[src/rtl/opb_register_simulink2ppc_snap_pkg.sv]
// Shared definitions for the Simulink-to-PPC snapshot register and its OPB ack sequencer.
package opb_register_simulink2ppc_snap_pkg;

    // Word indices inside the 4-word register window
    localparam logic [1:0] IDX_DATA    = 2'd0;
    localparam logic [1:0] IDX_STATUS  = 2'd1;
    localparam logic [1:0] IDX_CONTROL = 2'd2;

    // OPB slave handshake states
    typedef enum logic [1:0] {
        IDLE = 2'd0,
        ACK  = 2'd1,
        HOLD = 2'd2
    } ack_state_e;

    // STATUS word layout
    localparam int unsigned STATUS_FRESH_BIT = 31;
    localparam int unsigned STATUS_OVR_LSB   = 0;
    localparam int unsigned OVR_WIDTH        = 16;

    localparam logic [OVR_WIDTH-1:0] OVR_MAX = 16'hFFFF;

    // Pack the fresh flag and overrun count into the STATUS read word
    function automatic logic [31:0] status_word(input logic                 fresh,
                                                input logic [OVR_WIDTH-1:0] ovr);
        logic [31:0] w;
        w = '0;
        w[STATUS_FRESH_BIT] = fresh;
        w[STATUS_OVR_LSB +: OVR_WIDTH] = ovr;
        return w;
    endfunction

endpackage

[src/rtl/opb_register_simulink2ppc_snap_ack_fsm.sv]
// OPB slave address decode and single-cycle acknowledge sequencer, reusable by OPB registers.
module opb_slave_ack_fsm
    import opb_register_simulink2ppc_snap_pkg::*;
#(
    parameter int unsigned       AWIDTH   = 32,
    parameter logic [AWIDTH-1:0] BASEADDR = '0,
    parameter logic [AWIDTH-1:0] HIGHADDR = '1
) (
    input  logic              i_clk,
    input  logic              i_rst,
    input  logic [0:AWIDTH-1] i_abus,
    input  logic              i_rnw,
    input  logic              i_select,
    output logic              o_rd_hit,   // read hit at this edge; source regs are sampled now
    output logic [1:0]        o_idx,      // word index of the current address
    output logic              o_wr_en,    // write commits at the edge ending the ack cycle
    output logic [1:0]        o_wr_idx,   // word index latched for the pending write
    output logic              o_ack
);

    logic [AWIDTH-1:0] w_addr;
    logic [AWIDTH:0]   w_lo_diff;
    logic [AWIDTH:0]   w_hi_diff;
    logic              w_hit;
    logic              w_unused;

    ack_state_e        r_state;
    logic              r_ack;
    logic              r_wr;
    logic [1:0]        r_idx;

    // OPB bit 0 is the MSB, so a plain assignment gives the numeric address
    assign w_addr = i_abus;

    // Window check via borrow bits so it stays meaningful for any base/high pair
    assign w_lo_diff = {1'b0, w_addr} - {1'b0, BASEADDR};
    assign w_hi_diff = {1'b0, HIGHADDR} - {1'b0, w_addr};
    assign w_hit     = i_select & ~w_lo_diff[AWIDTH] & ~w_hi_diff[AWIDTH];

    assign o_idx    = i_abus[AWIDTH-4:AWIDTH-3];
    assign o_rd_hit = (r_state == IDLE) & w_hit & i_rnw;
    assign o_wr_en  = r_wr;
    assign o_wr_idx = r_idx;
    assign o_ack    = r_ack;

    assign w_unused = ^{w_lo_diff[AWIDTH-1:0], w_hi_diff[AWIDTH-1:0], i_abus[AWIDTH-2:AWIDTH-1]};

    // One ack per select assertion; a new transfer needs select to drop first
    always_ff @(posedge i_clk or posedge i_rst) begin
        if (i_rst) begin
            r_state <= IDLE;
            r_ack   <= 1'b0;
            r_wr    <= 1'b0;
            r_idx   <= '0;
        end else begin
            unique case (r_state)
                IDLE: begin
                    if (w_hit) begin
                        r_state <= ACK;
                        r_ack   <= 1'b1;
                        r_wr    <= ~i_rnw;
                        r_idx   <= o_idx;
                    end
                end
                ACK: begin
                    r_state <= HOLD;
                    r_ack   <= 1'b0;
                    r_wr    <= 1'b0;
                end
                HOLD: begin
                    if (!i_select) begin
                        r_state <= IDLE;
                    end
                end
                default: begin
                    r_state <= IDLE;
                    r_ack   <= 1'b0;
                    r_wr    <= 1'b0;
                end
            endcase
        end
    end

endmodule

[src/rtl/opb_register_simulink2ppc_snap.sv]
// Captures a user word on a valid strobe and exposes it, a fresh flag, an overrun count and a
// freeze control to the PowerPC over OPB.
module opb_register_simulink2ppc_snap
    import opb_register_simulink2ppc_snap_pkg::*;
#(
    parameter logic [31:0] C_BASEADDR   = 32'h0000_0000,
    parameter logic [31:0] C_HIGHADDR   = 32'h0000_000F,
    parameter int unsigned C_OPB_AWIDTH = 32,
    parameter int unsigned C_OPB_DWIDTH = 32,
    parameter string       C_FAMILY     = "virtex6"
) (
    input  logic                    OPB_Clk,
    input  logic                    OPB_Rst,
    input  logic [0:C_OPB_AWIDTH-1] OPB_ABus,
    input  logic [0:3]              OPB_BE,
    input  logic [0:C_OPB_DWIDTH-1] OPB_DBus,
    input  logic                    OPB_RNW,
    input  logic                    OPB_select,
    input  logic                    OPB_seqAddr,
    output logic [0:C_OPB_DWIDTH-1] Sl_DBus,
    output logic                    Sl_xferAck,
    output logic                    Sl_errAck,
    output logic                    Sl_retry,
    output logic                    Sl_toutSup,
    input  logic [31:0]             user_data_in,
    input  logic                    user_valid,
    output logic                    user_freeze
);

    logic                 w_rd_hit;
    logic [1:0]           w_idx;
    logic                 w_wr_en;
    logic [1:0]           w_wr_idx;
    logic                 w_ack;
    logic                 w_capture;
    logic                 w_data_read;
    logic                 w_status_wr;
    logic                 w_ctrl_wr;
    logic [31:0]          w_rdata;
    logic                 w_unused;

    logic [31:0]          r_data;
    logic                 r_fresh;
    logic [OVR_WIDTH-1:0] r_ovr;
    logic                 r_freeze;
    logic [31:0]          r_dbus;

    opb_slave_ack_fsm #(
        .AWIDTH   (C_OPB_AWIDTH),
        .BASEADDR (C_BASEADDR[C_OPB_AWIDTH-1:0]),
        .HIGHADDR (C_HIGHADDR[C_OPB_AWIDTH-1:0])
    ) u_ack_fsm (
        .i_clk    (OPB_Clk),
        .i_rst    (OPB_Rst),
        .i_abus   (OPB_ABus),
        .i_rnw    (OPB_RNW),
        .i_select (OPB_select),
        .o_rd_hit (w_rd_hit),
        .o_idx    (w_idx),
        .o_wr_en  (w_wr_en),
        .o_wr_idx (w_wr_idx),
        .o_ack    (w_ack)
    );

    assign w_capture   = user_valid & ~r_freeze;
    assign w_data_read = w_rd_hit & (w_idx == IDX_DATA);
    assign w_status_wr = w_wr_en & (w_wr_idx == IDX_STATUS);
    assign w_ctrl_wr   = w_wr_en & (w_wr_idx == IDX_CONTROL);

    // Register file read mux, sampled before any same-edge update
    always_comb begin
        w_rdata = '0;
        unique case (w_idx)
            IDX_DATA:    w_rdata = r_data;
            IDX_STATUS:  w_rdata = status_word(r_fresh, r_ovr);
            IDX_CONTROL: w_rdata = {31'b0, r_freeze};
            default:     w_rdata = '0;
        endcase
    end

    // Capture path: a capture beats the read-clear of fresh; a STATUS write beats the count
    always_ff @(posedge OPB_Clk or posedge OPB_Rst) begin
        if (OPB_Rst) begin
            r_data  <= '0;
            r_fresh <= 1'b0;
            r_ovr   <= '0;
        end else begin
            if (w_capture) begin
                r_data <= user_data_in;
            end

            if (w_capture) begin
                r_fresh <= 1'b1;
            end else if (w_data_read) begin
                r_fresh <= 1'b0;
            end

            // The old word is consumed by a same-edge DATA read, so that capture is no overrun
            if (w_status_wr) begin
                r_ovr <= '0;
            end else if (w_capture && r_fresh && !w_data_read && (r_ovr != OVR_MAX)) begin
                r_ovr <= r_ovr + 1'b1;
            end
        end
    end

    // Freeze control, written from the LSB of the OPB data word
    always_ff @(posedge OPB_Clk or posedge OPB_Rst) begin
        if (OPB_Rst) begin
            r_freeze <= 1'b0;
        end else if (w_ctrl_wr) begin
            r_freeze <= OPB_DBus[C_OPB_DWIDTH-1];
        end
    end

    // Read data is only non-zero during the ack cycle because the bus is OR-combined
    always_ff @(posedge OPB_Clk or posedge OPB_Rst) begin
        if (OPB_Rst) begin
            r_dbus <= '0;
        end else if (w_rd_hit) begin
            r_dbus <= w_rdata;
        end else begin
            r_dbus <= '0;
        end
    end

    assign Sl_DBus     = r_dbus;
    assign Sl_xferAck  = w_ack;
    assign Sl_errAck   = 1'b0;
    assign Sl_retry    = 1'b0;
    assign Sl_toutSup  = 1'b0;
    assign user_freeze = r_freeze;

    assign w_unused = ^{OPB_BE, OPB_seqAddr, OPB_DBus[0:C_OPB_DWIDTH-2], (C_FAMILY == "")};

endmodule

[config.mk]
export PLATFORM = sky130hd
export DESIGN_NAME = opb_register_simulink2ppc_snap
export DESIGN_NICKNAME = d
export VERILOG_FILES = /design/src/rtl/opb_register_simulink2ppc_snap_pkg.sv /design/src/rtl/opb_register_simulink2ppc_snap_ack_fsm.sv /design/src/rtl/opb_register_simulink2ppc_snap.sv
export SDC_FILE = /design/constraint.sdc
export NUM_CORES = 1
export LEC_CHECK = 0
export CORE_MARGIN = 3
export CORE_UTILIZATION = 45
export CTS_CLUSTER_SIZE = 20
export DETAILED_ROUTE_END_ITERATION = 7
export GPL_TIMING_DRIVEN = 0
export HOLD_SLACK_MARGIN = 0.05
export PLACE_DENSITY = 0.81
export SLEW_MARGIN = 0
export SYNTH_ARGS = -nofsm -noshare
export SYNTH_HDL_FRONTEND = slang
export SYNTH_SLANG_ARGS = --single-unit
[constraint.sdc]
create_clock -name OPB_Clk -period 3.27 [get_ports OPB_Clk]
set_clock_uncertainty 0.1 [all_clocks]
set_input_delay 0.654 -clock OPB_Clk [delete_from_list [all_inputs] [get_ports OPB_Clk]]
set_output_delay 0.654 -clock OPB_Clk [all_outputs]
set_load 0.01 [all_outputs]
Yosys cells after proc, flatten, opt, wreduce, memory -nomap -nowiden
Index checks and enable logic that the tools add are counted.

word-level totals
  register bits = 88
  output and inout port bits = 37
  input bits = 106

operators by class
  add/subtract/negate cells = 2
  eq/ne operators = 9
  bitwise logic cells = 11
  muxes and demuxes = 13
  reductions and logical operators = 11

operator list
  operator                                                                number
  32-bit case mux with 3 select lines                                     1
  4-bit by 32-bit subtractor with 33-bit output (first input constant)    1
  16-bit two-way mux                                                      2
  32-bit two-way mux                                                      1
  16-bit by 1-bit adder with 16-bit output (second input constant)        1
  16-bit != test (second input constant)                                  1
  1-bit AND                                                               7
  2-bit by 1-bit equality test with 1-bit output (second input constant)  3
  2-bit equality test (second input constant)                             3
  2-bit case mux with 3 select lines                                      1
  2-bit AND reduction                                                     3
  2-bit logical NOT                                                       2
  1-bit two-way mux                                                       4
  2-bit two-way mux                                                       2
  1-bit inverter                                                          4
  1-bit case mux with 2 select lines                                      2
  2-bit nonzero test                                                      2
  1-bit logical AND                                                       3
  2-bit by 1-bit != test with 1-bit output (second input constant)        1
  2-bit != test (second input constant)                                   1
  1-bit logical NOT                                                       1

Depth between registers and ports, before layout
Gate-level depths: netlist of run 1.

  depth after elaboration = 11
  gate-level depth with buffers = 8

By module
A second synthesis of run 1 with hierarchy kept.

unflattened totals
  cells, all modules = 291
  area total of the unflattened synthesis = 3769.9 um2

by module, submodules not included
  module                          seq. area each (um2)  area an instance (um2)  cells an instance  times used
  opb_register_simulink2ppc_snap  2052.0                3404.5                  258                1
  opb_slave_ack_fsm               150.1                 365.4                   33                 1

Worst setup path before layout of run 1
No wires, ideal clock.

  kind = input-to-reg
  from = input OPB_ABus[25] in the netlist's numbering
  to = register r_ovr[1]
  setup slack = 1.099 ns
  data arrival time = 1.975 ns
  path buffers = 2
  stages = 7
  data required time = 3.075 ns
  path through = nor4_2 > nand4_4 > nor3_4 > buf_6 > buf_4 > o211ai_1 > o31ai_1

between the ends
  cells in the longest elaborated chain, start to end = 10

RTL lines
  item                                           line                                          RTL
  from (decl)                                    opb_register_simulink2ppc_snap.sv:14          input logic [0:C_OPB_AWIDTH-1] OPB_ABus,
  4-bit by 32-bit subtractor with 33-bit output  opb_register_simulink2ppc_snap_ack_fsm.sv:37  assign w_hi_diff = {1'b0, HIGHADDR} - {1'b0, w_addr};
  1-bit inverter                                 opb_register_simulink2ppc_snap_ack_fsm.sv:38  assign w_hit = i_select & ~w_lo_diff[AWIDTH] & ~w_hi_diff[AWIDTH];
  1-bit AND                                      opb_register_simulink2ppc_snap_ack_fsm.sv:38
  1-bit AND (2 in series)                        opb_register_simulink2ppc_snap_ack_fsm.sv:41  assign o_rd_hit = (r_state == IDLE) & w_hit & i_rnw;
  1-bit AND                                      opb_register_simulink2ppc_snap.sv:66          assign w_data_read = w_rd_hit & (w_idx == IDX_DATA);
  1-bit logical NOT                              opb_register_simulink2ppc_snap.sv:101         end else if (w_capture && r_fresh && !w_data_read && (r_ovr != OVR_MAX)) begin
  1-bit logical AND (2 in series)                opb_register_simulink2ppc_snap.sv:101
  2-bit nonzero test (no line)                   n/a
  to (signal assigned)                           opb_register_simulink2ppc_snap.sv:102         r_ovr <= r_ovr + 1'b1;
  to (decl)                                      opb_register_simulink2ppc_snap.sv:44          logic [OVR_WIDTH-1:0] r_ovr;

Every way passes these cells.
A chain may end at the register's enable or synchronous reset.

Final worst setup path of run 1
Ends and elaborated chain as after synthesis.

==> flow_metrics.env, run 1 <==
export IMPL_status="complete, no violations"
export IMPL_cp_required_ns=3.42
export IMPL_grt_ovfl_total=0
export IMPL_die_x_um=99.4
export IMPL_placed_cell_area_um2=5100
export IMPL_cts_resized=0
export IMPL_setup_violations=0
export IMPL_clock_latency_ns=0.35
export IMPL_finalWorstSetupSlack_ns=0.668
export IMPL_max_freq_mhz=384
export IMPL_setup_tns_final_ns=0
export IMPL_die_area_um2=9870
export IMPL_drv_slew=0
export IMPL_mostFrequentLayoutCells="clkdlybuf4s50_1, dfrtp_1, mux2_2, and2_1, a22o_1"
export IMPL_route_detailed_drc=0
export IMPL_htree_levels=3
export IMPL_via_per_inst=5.40
export IMPL_synth_seq_area_share_pct=56.2
export IMPL_clk_pin_slew_ns=0.09
export IMPL_grtUsageTotal_pct=17.6
export IMPL_final_common_cell="clkdlybuf4s50_1"
export IMPL_synth_mux_area_share_pct=11.1
export IMPL_min_period_ns=2.60
export IMPL_start_util_pct=47.0
export IMPL_power_leakage_nw=2.23
export IMPL_p_per_area_nw_per_um2=425
export IMPL_clock_root_buffer="clkbuf_8"
export IMPL_postCtsSetupRepairBufs=0
export IMPL_holdBufCountCts=0
export IMPL_grt_pass1_vias=2952
export IMPL_synth_simple_area_share_pct=18.4
export IMPL_finalNetCount=521
export IMPL_final_cells=524
export IMPL_relSlewSlack_pct=56.3
export IMPL_rsz0062_at_grt="false"
export IMPL_synth_compound_area_share_pct=10.7
export IMPL_fp_dieH_um=99.4
export IMPL_start_kind="primary input"
export IMPL_synthXorXnorAreaFrac_pct=0
export IMPL_endpoint_kind="flop"
export IMPL_core_area_um2=8340
export IMPL_syn_avg_cell_area_um2=13.1
export IMPL_synth_edf_count=0
export IMPL_worstSetupPathType="primary input to flop"
export IMPL_rows=33
export IMPL_ys_types=47
export IMPL_cts_inserted_buffers=9
export IMPL_dp_hpwl_um=6280
export IMPL_p_total_mw=2.25
export IMPL_n_antenna_cell=0
export IMPL_dp_slack_ns=0.288
export IMPL_final_util_pct=63.6
export IMPL_drt_pass1_iterations=4
export IMPL_ys_seq_elements=88
export IMPL_crit_chain="clkdlybuf4s50_1 -> nor4_2 -> nand4_4 -> nor3_4 -> buf_6 -> buf_4 -> o211ai_1 -> o31ai_1"
export IMPL_vias=2832
export IMPL_syn_area_um2=3920
export IMPL_grt_pass1_wl_um=14000
export IMPL_period_share_pct=79.6
export IMPL_ys_warnings_count=0
export IMPL_synth_top_family_by_area="simple AND/OR/NAND/NOR gates"
export IMPL_cts_tree="done"
export IMPL_drive_gt1_share_pct=22.2
export IMPL_ys_async_sr_fraction_pct=100
export IMPL_multi_input_area_um2=1600
export IMPL_placedCellCount=508
export IMPL_routed_wl_um=8330
export IMPL_slowest_stage="nor4_2"
export IMPL_max_stage_delay_ns=0.44
export IMPL_fin_area_um2=5310
export IMPL_antenna_found_initial=0
export IMPL_peakVddDrop_mv=0.284
export IMPL_ys_flop_type="dfrtp_1"
export IMPL_maxCapViolCount=0
export IMPL_ant_nets=0
export IMPL_arrival_ns=2.75
export IMPL_synth_cells=299
export IMPL_n_fill_cell=645
export IMPL_cp_max_fo=10
export IMPL_routedWlPerCell_um=15.9
export IMPL_grt_max_degree=54
export IMPL_numPortBuffers=101
export IMPL_seq_area_um2=2200
export IMPL_io_pins=143
export IMPL_finalHoldViolCount=0
export IMPL_place_gp_congestion=0.791
export IMPL_synth_fa_ha_area_share_pct=0.319
export IMPL_first_iter_violations=153
export IMPL_clk_path_buf_depth=2
export IMPL_tightestPinTransition_ns=0.656
export IMPL_whs_ns=0.373
export IMPL_hold_path_class="flop to flop"
export IMPL_clock_sinks=88
export IMPL_areaGrowthSynthToFinish_pct=35.3
worst max-delay path, delay by kind of cell:
kind / cells / cell delay (ns)
AOI/OAI and AO/OA: 2 / 0.19
and+or+nand+nor: 3 / 1.09
buffers and inverters: 3 / 0.80
metal layers:
metal  part of all wire (%)  global-route usage [%]  vias to the layer above
li1                       -                       -                     1338
met1                     40                    21.7                     1388
met2                     52                    30.9                       99
met3                    6.6                    4.84                        7
met4                   0.73                    4.10                        0
met5                      0                       0                        -
cell type report:
cell class	count	area share [%]
buffer	16	2.15
inverter	4	0.330
clock inverter	6	1.27
multi-input combinational	193	30.1
clock buffer	10	2.59
sequential	88	41.5
tap	105	2.48
timing repair buffer	102	19.6
registers in the layout, summed over array words and instances, names as in the netlist:
signal              flops
u_ack_fsm.o_wr_en       1
u_ack_fsm.r_state       2
u_ack_fsm.o_wr_idx      2
u_ack_fsm.o_ack         1
r_ovr                  16
r_fresh                 1
r_data                 32
user_freeze             1
Sl_DBus                32
power by group:
part           switching, mW  internal (mW)
clock                  0.388          0.377
sequential            0.0667           1.15
combinational          0.107          0.162
total                  0.561           1.69
logic make-up (layout without fill, tap and decap cells):
kind of cell    after synthesis  count (layout)
simple gates                 99              99
flops                        88              88
compound gates               51              51
mux                          39              39
buf+inv                      20             138
fa+ha+maj                     1               1
other cells                   1               3
cells in the mapped netlist (2+ instances only):
| cell type | n | area, µm² |
|---|---|---|
| dfrtp_1 | 88 | 2200 |
| mux2_2 | 35 | 394 |
| a22o_1 | 16 | 140 |
| and2_1 | 16 | 100 |
| nand2_1 | 13 | 48.8 |
| or4_1 | 10 | 75.1 |
| a21oi_1 | 7 | 35.0 |
| a21oi_2 | 7 | 61.3 |
| buf_4 | 7 | 52.6 |
| nand3_1 | 7 | 35.0 |
| nor2_1 | 6 | 22.5 |
| o31ai_2 | 6 | 75.1 |
| and4_1 | 5 | 43.8 |
| nand4_1 | 5 | 31.3 |
| nor3_1 | 5 | 25.0 |
| nor4_1 | 5 | 31.3 |
| o31ai_1 | 5 | 37.5 |
| and3_1 | 4 | 25.0 |
| inv_1 | 4 | 15.0 |
| mux2i_1 | 4 | 40.0 |
| nand2b_1 | 4 | 25.0 |
| nor4_4 | 4 | 85.1 |
| buf_1 | 3 | 11.3 |
| buf_2 | 3 | 15.0 |
| nor4_2 | 3 | 37.5 |
| or3_1 | 3 | 18.8 |
| a31o_2 | 2 | 17.5 |
| o21ai_1 | 2 | 10.0 |
| o22ai_1 | 2 | 12.5 |
worst paths after layout:
| check | start | slack [ns] | cells past startpoint | end |
|---|---|---|---|---|
| setup / recovery | OPB_ABus[25] | 0.67 | 8 | r_ovr[1]$_DFFE_PP0P_ |
| hold / removal | r_data[16]$_DFFE_PP0P_ | 0.37 | 1 | Sl_DBus[15]$_DFF_PP0_ |
| setup reg to reg | r_ovr[0]$_DFFE_PP0P_ | 0.98 | 7 | r_ovr[5]$_DFFE_PP0P_ |
| hold reg to reg | r_data[16]$_DFFE_PP0P_ | 0.37 | 1 | Sl_DBus[15]$_DFF_PP0_ |
| max in group asynchronous | OPB_Rst | 1.89 | 3 | Sl_DBus[29]$_DFF_PP0_ |
| min in group asynchronous | OPB_Rst | 0.57 | 2 | Sl_DBus[15]$_DFF_PP0_ |
No activity file was read; power rests on OpenSTA's default activity.
==> inputs of run 2 (changes only) <==
--- a/config.mk
+++ b/config.mk
@@ -6,12 +6,12 @@
 export NUM_CORES = 1
 export LEC_CHECK = 0
 export CORE_MARGIN = 3
-export CORE_UTILIZATION = 45
+export CORE_UTILIZATION = 40
 export CTS_CLUSTER_SIZE = 20
 export DETAILED_ROUTE_END_ITERATION = 7
 export GPL_TIMING_DRIVEN = 0
 export HOLD_SLACK_MARGIN = 0.05
-export PLACE_DENSITY = 0.81
+export PLACE_DENSITY = 0.76
 export SLEW_MARGIN = 0
 export SYNTH_ARGS = -nofsm -noshare
 export SYNTH_HDL_FRONTEND = slang
==> constraint.sdc (replaced) <==
create_clock -name OPB_Clk -period 2.1 [get_ports OPB_Clk]
set_clock_uncertainty 0.1 [all_clocks]
set_input_delay 0.42 -clock OPB_Clk [delete_from_list [all_inputs] [get_ports OPB_Clk]]
set_output_delay 0.42 -clock OPB_Clk [all_outputs]
set_load 0.01 [all_outputs]
==> flow_metrics.env, run 2 (synthesized netlist as in run 1, its figures left out) <==
export IMPL_status="complete, no violations"
export IMPL_numPortBuffers=101
export IMPL_p_comb_share_pct=13.6
export IMPL_drt_pass1_iterations=4
export IMPL_clock_sinks=88
export IMPL_dp_slack_ns=-0.669
export IMPL_die_area_um2=11000
export IMPL_p_per_area_nw_per_um2=631
export IMPL_io_pins=143
export IMPL_peakVddDrop_mv=0.254
export IMPL_setup_violations=0
export IMPL_switching_share_pct=24.4
export IMPL_finalWorstSetupSlack_ns=0.0635
export IMPL_drv_slew=0
export IMPL_pwr_share_seq_pct=53.7
export IMPL_clk_pin_slew_ns=0.09
export IMPL_power_switching_uw=862
export IMPL_drive_gt1_share_pct=27.3
export IMPL_finalNetCount=538
export IMPL_clock_latency_ns=0.35
export IMPL_cpMostUsedCell="buf_6"
export IMPL_maxCapViolCount=0
export IMPL_mostFrequentLayoutCells="clkdlybuf4s50_1, dfrtp_1, mux2_2, buf_4, a22o_1"
export IMPL_start_kind="primary input"
export IMPL_final_common_cell="clkdlybuf4s50_1"
export IMPL_antenna_found_initial=0
export IMPL_cp_buffers_inverters=4
export IMPL_intPower_mw=2.66
export IMPL_grt_pass1_vias=2887
export IMPL_setup_tns_final_ns=0
export IMPL_cp_max_fo=6
export IMPL_tightestPinTransition_ns=0.677
export IMPL_power_leakage_nw=2.47
export IMPL_grtUsageTotal_pct=15.7
export IMPL_routedWlPerCell_um=15.2
export IMPL_clock_root_buffer="clkbuf_8"
export IMPL_routed_wl_um=8610
export IMPL_cp_required_ns=2.27
export IMPL_place_gp_congestion=0.796
export IMPL_endpoint_kind="flop"
export IMPL_placed_cell_area_um2=5140
export IMPL_start_util_pct=41.8
export IMPL_crit_chain="clkdlybuf4s50_1 -> nor3_1 -> nand4_4 -> nor3_4 -> buf_6 -> buf_6 -> buf_4 -> o31ai_1 -> a21oi_1"
export IMPL_cts_inserted_buffers=9
export IMPL_vias=2857
export IMPL_cpLargestDelayFamily="buffers and inverters"
export IMPL_ant_nets=0
export IMPL_clkPwrFrac_pct=32.7
export IMPL_first_iter_violations=74
export IMPL_dp_hpwl_um=6180
export IMPL_n_fill_cell=771
export IMPL_reg2reg_setup_slack_ns=0.08
export IMPL_grt_ovfl_total=0
export IMPL_whs_ns=0.218
export IMPL_slowest_stage="clkdlybuf4s50_1"
export IMPL_hold_path_class="primary input to async pin"
export IMPL_fin_area_um2=5580
export IMPL_p_total_mw=3.52
export IMPL_period_share_pct=97.0
export IMPL_relSlewSlack_pct=54.9
export IMPL_max_stage_delay_ns=0.46
export IMPL_areaGrowthSynthToFinish_pct=42.4
export IMPL_max_freq_mhz=491
export IMPL_htree_levels=3
export IMPL_die_x_um=105
export IMPL_grt_pass1_wl_um=13900
export IMPL_clk_path_buf_depth=2
export IMPL_grt_max_degree=44
export IMPL_seq_area_um2=2200
export IMPL_n_antenna_cell=0
export IMPL_finalHoldViolCount=0
export IMPL_cts_tree="done"
export IMPL_min_period_ns=2.04
export IMPL_worstSetupPathType="primary input to flop"
export IMPL_fp_dieH_um=105
export IMPL_rows=35
export IMPL_via_per_inst=5.06
export IMPL_arrival_ns=2.21
export IMPL_route_detailed_drc=0
export IMPL_core_area_um2=9370
export IMPL_multi_input_area_um2=1670
## run 2: changes by cell type in the layout (fill, tap and decap cells not counted), moves of 3 or more
cell	change
buf_4	+16
clkdlybuf4s50_1	-14
nor4_2	-3
dlymetal6s2s_1	+14
nor4_4	+3
## run 2: final timing paths
path / depth (start not counted) / end / startpoint
worst max-delay path: 9 / r_ovr[10]$_DFFE_PP0P_ / OPB_ABus[0]
worst min-delay path: 2 / Sl_DBus[20]$_DFF_PP0_ / OPB_Rst
worst max register to register: 7 / r_ovr[5]$_DFFE_PP0P_ / r_ovr[0]$_DFFE_PP0P_
worst min register to register: 1 / Sl_DBus[11]$_DFF_PP0_ / r_data[20]$_DFFE_PP0P_
max in group asynchronous: 3 / r_ovr[0]$_DFFE_PP0P_ / OPB_Rst
min in group OPB_Clk: 3 / u_ack_fsm.r_state[1]$_DFFE_PP0P_ / OPB_select
## run 2: final cells by class
class                   count  area share, %
repair buffers            120           21.8
multi-input cells         193           29.9
well taps                 129           2.89
plain buffers              15           2.13
clock inverters             5           1.01
inverters                   4          0.336
clock buffers              11           2.53
flip-flops and latches     88           39.5
## run 2: layer usage
layer / wire length, µm / track usage (%)
met2: 4280 / 26.5
met1: 3690 / 19.1
met5: 0 / 0
met3: 537 / 4.76
met4: 104 / 4.97
## run 2: power groups by stage
stage	Sequential [mW]	Combinational, mW	Clock, mW
after floorplan	1.90	0.236	0
after global placement	1.93	0.404	0
after detailed placement	1.93	0.427	0
after CTS	1.89	0.473	1.19
after global routing	1.91	0.525	1.26
final	1.89	0.480	1.15
## run 2: per-stage QoR
step	std cells	util (%)
floorplan	301	-
global placement	531	54.5
detailed placement	533	54.9
CTS	557	58.2
global route	565	59.6
finish	565	59.6
## run 2: repair_timing
action / 4_1_cts / 5_1_grt
setup endpoints to repair: 43 / 44
resized for setup: 12 / 26
pin swaps: 4 / 11
buffers inserted: 8 / 8
hold buffers: 0 / 0
cloned: 0 / 1
==> RTL edit 1: new RTL, config.mk and constraints of run 1 <==
Reset style: synchronous (`OPB_Rst` and `i_rst`), changed in 4 clocked blocks.
--- a/src/rtl/opb_register_simulink2ppc_snap_ack_fsm.sv
+++ b/src/rtl/opb_register_simulink2ppc_snap_ack_fsm.sv
@@ -48,3 +48,3 @@
     // One ack per select assertion; a new transfer needs select to drop first
-    always_ff @(posedge i_clk or posedge i_rst) begin
+    always_ff @(posedge i_clk) begin
         if (i_rst) begin
--- a/src/rtl/opb_register_simulink2ppc_snap.sv
+++ b/src/rtl/opb_register_simulink2ppc_snap.sv
@@ -81,3 +81,3 @@
     // Capture path: a capture beats the read-clear of fresh; a STATUS write beats the count
-    always_ff @(posedge OPB_Clk or posedge OPB_Rst) begin
+    always_ff @(posedge OPB_Clk) begin
         if (OPB_Rst) begin
@@ -107,3 +107,3 @@
     // Freeze control, written from the LSB of the OPB data word
-    always_ff @(posedge OPB_Clk or posedge OPB_Rst) begin
+    always_ff @(posedge OPB_Clk) begin
         if (OPB_Rst) begin
@@ -116,3 +116,3 @@
     // Read data is only non-zero during the ack cycle because the bus is OR-combined
-    always_ff @(posedge OPB_Clk or posedge OPB_Rst) begin
+    always_ff @(posedge OPB_Clk) begin
         if (OPB_Rst) begin
Check against the original RTL: differs if OPB_Rst is asserted again (counterexample within 4 cycles, from zero or initial values and one cycle with OPB_Rst high); with OPB_Rst held inactive, the same outputs for 10 cycles.
==> RTL edit 1 against run 1 <==
Sequential cell count did not move; final area fell by 8.2%; via count rose by 9.0%; setup slack got worse by 0.054 ns; maximum frequency fell by 2.0%; utilization rose by 1.8 points; first-iteration DRC count rose by 5.9%; total power fell by 11%; hold slack got worse by 0.019 ns; synthesized area fell by 9.7%; routed wire length rose by 5.2%; largest cell class unchanged; highest routed layer unchanged.
==> RTL edit 1: results (changes against run 1) <==
first drt pass iteration count 4 (unchanged); Worst Hold End r_data[21]; Clock transition at path regs 0.09 ns (about the same); Antenna diodes 0 (unchanged); hold_sp r_data[21]; pin count of the biggest net entering global routing 15 (-72%); post-synth cell types 48 (+2.1%); ys async rst share 0% (-100 points); I/O Buffers 101 (unchanged); post_cts resized 0 (unchanged); Yosys top cell area share 49.7% (-6.4 points); met3 wire length 640 um (+17%); placed cell area 4680 um2 (-8.2%); worst reg2reg path depth 8 (+1); worst reg2reg endpoint r_ovr[12]; layout cell share with drive strength beyond 1 12.4% (-9.8 points); Crit path max-delay family simple AND/OR/NAND/NOR gates; Placement Setup Slack 0.266 ns (-0.0219 ns); WL/cell 14.6 um (-8.3%); reg2reg start r_ovr[0]; R2R setup slack 0.97 ns; Seq/Total Area, Yosys 49.7% (-6.4 points); vias in the first global route 3027 (+2.5%); met3 usage in global routing 5.66% (+0.82 points); Via density 5.14 (-4.9%); CTS Root Buffer Type clkbuf_8; # setup viols final 0 (unchanged); hold_ws 0.354 ns (-0.0189 ns); met2 WL 4330 um (-0.55%); worst IR drop on VDD 0.000251 V (-12%); CTS max path bufs 2 (unchanged); Area contributors post-synth dfxtp_1 (50%), nand2_1 (7.9%), mux2i_1 (5.9%); antenna violations before repair 0 (unchanged); gr usage total 20.0% (+2.4 points); CP max stage delay 0.48 ns (+0.04 ns); initial DRC count 162 (+5.9%); Post-synth top cells dfxtp_1 (88), nand2_1 (75), a21oi_1 (40); Primary FF master, synth dfxtp_1; hold depth 2 (+1); met1 WL 3710 um (+10%); outcome finished, final reports clean; Synth Instances 383 (+28%); GRT met2 Usage 33.4% (+2.5 points); grt met1 use 24.2% (+2.5 points); P_leak 1.77 nW (-20%); min-delay worst type flip-flop to flip-flop; Crit-path slowest cell nor4b_4; fin cells 601 (+15%); Yosys warning total 0 (unchanged); gpl congestion 0.873 (+10%); top sig layer met4; Placed Cells 585 (+15%); H-tree depth 3 (unchanged); CTS buffer count 9 (unchanged); first-pass GRT wire length 13900 um (-0.49%); crit path DAT 2.84 ns (+0.09 ns); Least-Margin Pin Slew 0.775 ns (+0.119 ns); DP HPWL 6550 um (+4.3%); Layout fillers 632 (-2.0%)
## RTL edit 1: cell types whose count changed after synthesis, moves of 17 or more
cell     before  now
nand2_1      13   75
a21oi_1       7   40
nor2_1        6   25
mux2_2       35    0
dfrtp_1      88    0
dfxtp_1       0   88
mux2i_1       4   21
## RTL edit 1: stage by stage
step	total power, W	utilization [%]
after global placement	0.00131	62.9
after global routing	0.00209	65.4
final	0.00201	65.4
after detailed placement	0.00132	62.9
after CTS	0.00203	65.4
after floorplan	0.00121	-
## RTL edit 1: how the worst max path moves through the flow
stage	from	end	slack, ns	depth (start not counted)
6_report	OPB_select	r_ovr[3]	0.61	8
3_3_place_gp	OPB_select	r_fresh	0.34	8
4_1_cts	OPB_select	r_ovr[1]	0.61	8
2_1_floorplan	OPB_ABus[8]	Sl_DBus[10]	0.95	6
3_5_place_dp	OPB_select	r_ovr[15]	0.27	8
5_1_grt	OPB_select	r_ovr[15]	0.53	8
## RTL edit 1: area by class of cell
class                      instances  area (um2)  area share (%)
inverter                           4        15.0           0.308
tap                               99         124            2.54
sequential                        88        1760            36.1
clock buffer                      11         131            2.70
buffer                            26         149            3.06
timing repair buffer             101        1010            20.7
multi-input combinational        267        1620            33.3
clock inverter                     5        57.6            1.18
## RTL edit 1: cells by family (layout without fill, tap and decap cells)
kind of cell,after synthesis,count (layout),synth area share (%)
and+or+nand+nor,170,170,25.5
AOI/OAI and AO/OA,72,72,13.8
other,1,3,0.106
buffers and inverters,30,147,4.63
adders and majority gates,1,1,0.353
muxes,21,21,5.93
DFF,88,88,49.7
## RTL edit 1: report_power, final
group          leakage (nW)  total, W  internal (W)  switching, W
sequential            0.715   0.00111       0.00109     0.0000124
combinational         0.959  0.000185      0.000108     0.0000769
clock                0.0973  0.000722      0.000354      0.000368
==> RTL edit 2: new RTL, flow settings as in run 1 <==
Without the edit above. Set the parameter `C_OPB_AWIDTH` to 28 (it was 32).
--- a/src/rtl/opb_register_simulink2ppc_snap.sv
+++ b/src/rtl/opb_register_simulink2ppc_snap.sv
@@ -7,3 +7,3 @@
     parameter logic [31:0] C_HIGHADDR   = 32'h0000_000F,
-    parameter int unsigned C_OPB_AWIDTH = 32,
+    parameter int unsigned C_OPB_AWIDTH = 28,
     parameter int unsigned C_OPB_DWIDTH = 32,
Interface: changed (resized OPB_ABus); port bits go from 143 to 139. The function was not compared with the original's and may differ.
==> RTL edit 2 against run 1 <==
Synthesized area shrank 5.8%; hold slack gained 0.0054 ns; sequential cell count is the same; maximum frequency shrank 3.5%; total power shrank 1.5%; final area shrank 5.2%; routed wire length shrank 4.1%; critical path depth shrank 1; combinational power shrank 12%; setup slack lost 0.094 ns.
==> RTL edit 2: results (changes against run 1) <==
outcome finished, final reports clean; multi-input logic area 1370 um2 (-14%); Clock buffer cells 9 (-1); clock share of power 34.4% (+0.5 points); post-synth cell types 49 (+4.3%); fin cells 502 (-4.2%); Placed Cells 486 (-4.3%); Worst Hold End Sl_DBus[1]; multi-input gates 177 (-8.3%); initial DRC count 241 (+58%); Seq area share 43.8% (+2.3 points); NonClk Buf Share 22.1% (+0.38 points); worst IR drop on VDD 0.000306 V (+7.9%); R2R setup slack 0.88 ns (-0.10 ns); Post-synth top cells dfrtp_1 (88), mux2_2 (35), a22o_1 (16); layout cell share with drive strength beyond 1 18.8% (-3.4 points); gr usage total 18.5% (+0.84 points); hold_ws 0.379 ns (+0.00543 ns); pin count of the biggest net entering global routing 49 (-9.3%); gpl congestion 0.852 (+7.7%); Placement Setup Slack 0.236 ns (-0.0513 ns); Mean Syn Cell Area 13.0 um2 (-0.87%); Clock-cell share 3.98% (+0.11 points); Worst slew margin 58.4% (+2.2 points); WL/cell 15.9 um (+0.13%); Inverters excl. clock 3 (-1); placed cell area 4830 um2 (-5.3%); Flop pwr share 54.9% (+0.7 points); clock-net power 0.000765 W (about the same); Seq/Total Area, Yosys 59.6% (+3.5 points); Area contributors post-synth dfrtp_1 (60%), mux2_2 (11%), a22o_1 (3.8%); vias in the first global route 2787 (-5.6%); FP Rows 32 (-3.0%)
==> RTL edit 2: cell types whose count changed after synthesis, sizes merged, moves of 3 or more <==
cell	before	now
o31ai	11	7
nor4	12	6
buf	15	11
clkbuf	1	7
nor3	6	2
nor2	6	11
nand2	13	9
nand2b	4	1
and4	5	0
==> RTL edit 2: how the worst max path moves through the flow <==
| stage | cells after the start | startpoint | endpoint | slack, ns |
|---|---|---|---|---|
| 4_1_cts | 7 | OPB_ABus[25] | Sl_DBus[7] | 0.57 |
| 5_1_grt | 7 | OPB_ABus[25] | Sl_DBus[3] | 0.43 |
| 3_5_place_dp | 7 | OPB_ABus[25] | Sl_DBus[6] | 0.24 |
| 2_1_floorplan | 1 | OPB_Rst | Sl_DBus[0] | 0.24 |
| 6_report | 7 | OPB_ABus[25] | Sl_DBus[10] | 0.57 |
| 3_3_place_gp | 2 | OPB_Rst | Sl_DBus[29] | -1.03 |
==> RTL edit 2: worst max-delay path, stage by stage <==
cell and delay (ns):
clkdlybuf4s50_1 0.48, nor4b_1 0.61, nand4b_4 0.17, nor2_2 0.20, buf_2 0.27, clkbuf_1 0.33
and2_1 0.18
==> RTL edit 2: kinds of logic (layout without fill, tap and decap cells) <==
logic type               after synthesis  after routing  synth area share, %
other                                  1              3                0.102
adder cells (fa/ha/maj)                1              1                0.339
AO/OA/AOI/OAI                         48             48                 9.12
AND/OR/NAND/NOR                       86             86                 15.7
buffers and inverters                 21            135                 3.35
XOR/XNOR                               1              1                0.237
flip-flops                            88             88                 59.6
multiplexers                          38             38                 11.5
==> RTL edit 2: layer usage <==
layer | wire (um) | up-vias | GRT usage [%]
met5 | 0 | - | 0
met4 | 85 | 0 | 6.89
met3 | 574 | 8 | 3.72
met2 | 4080 | 100 | 31.7
met1 | 3250 | 1320 | 23.0
li1 | - | 1260 | -
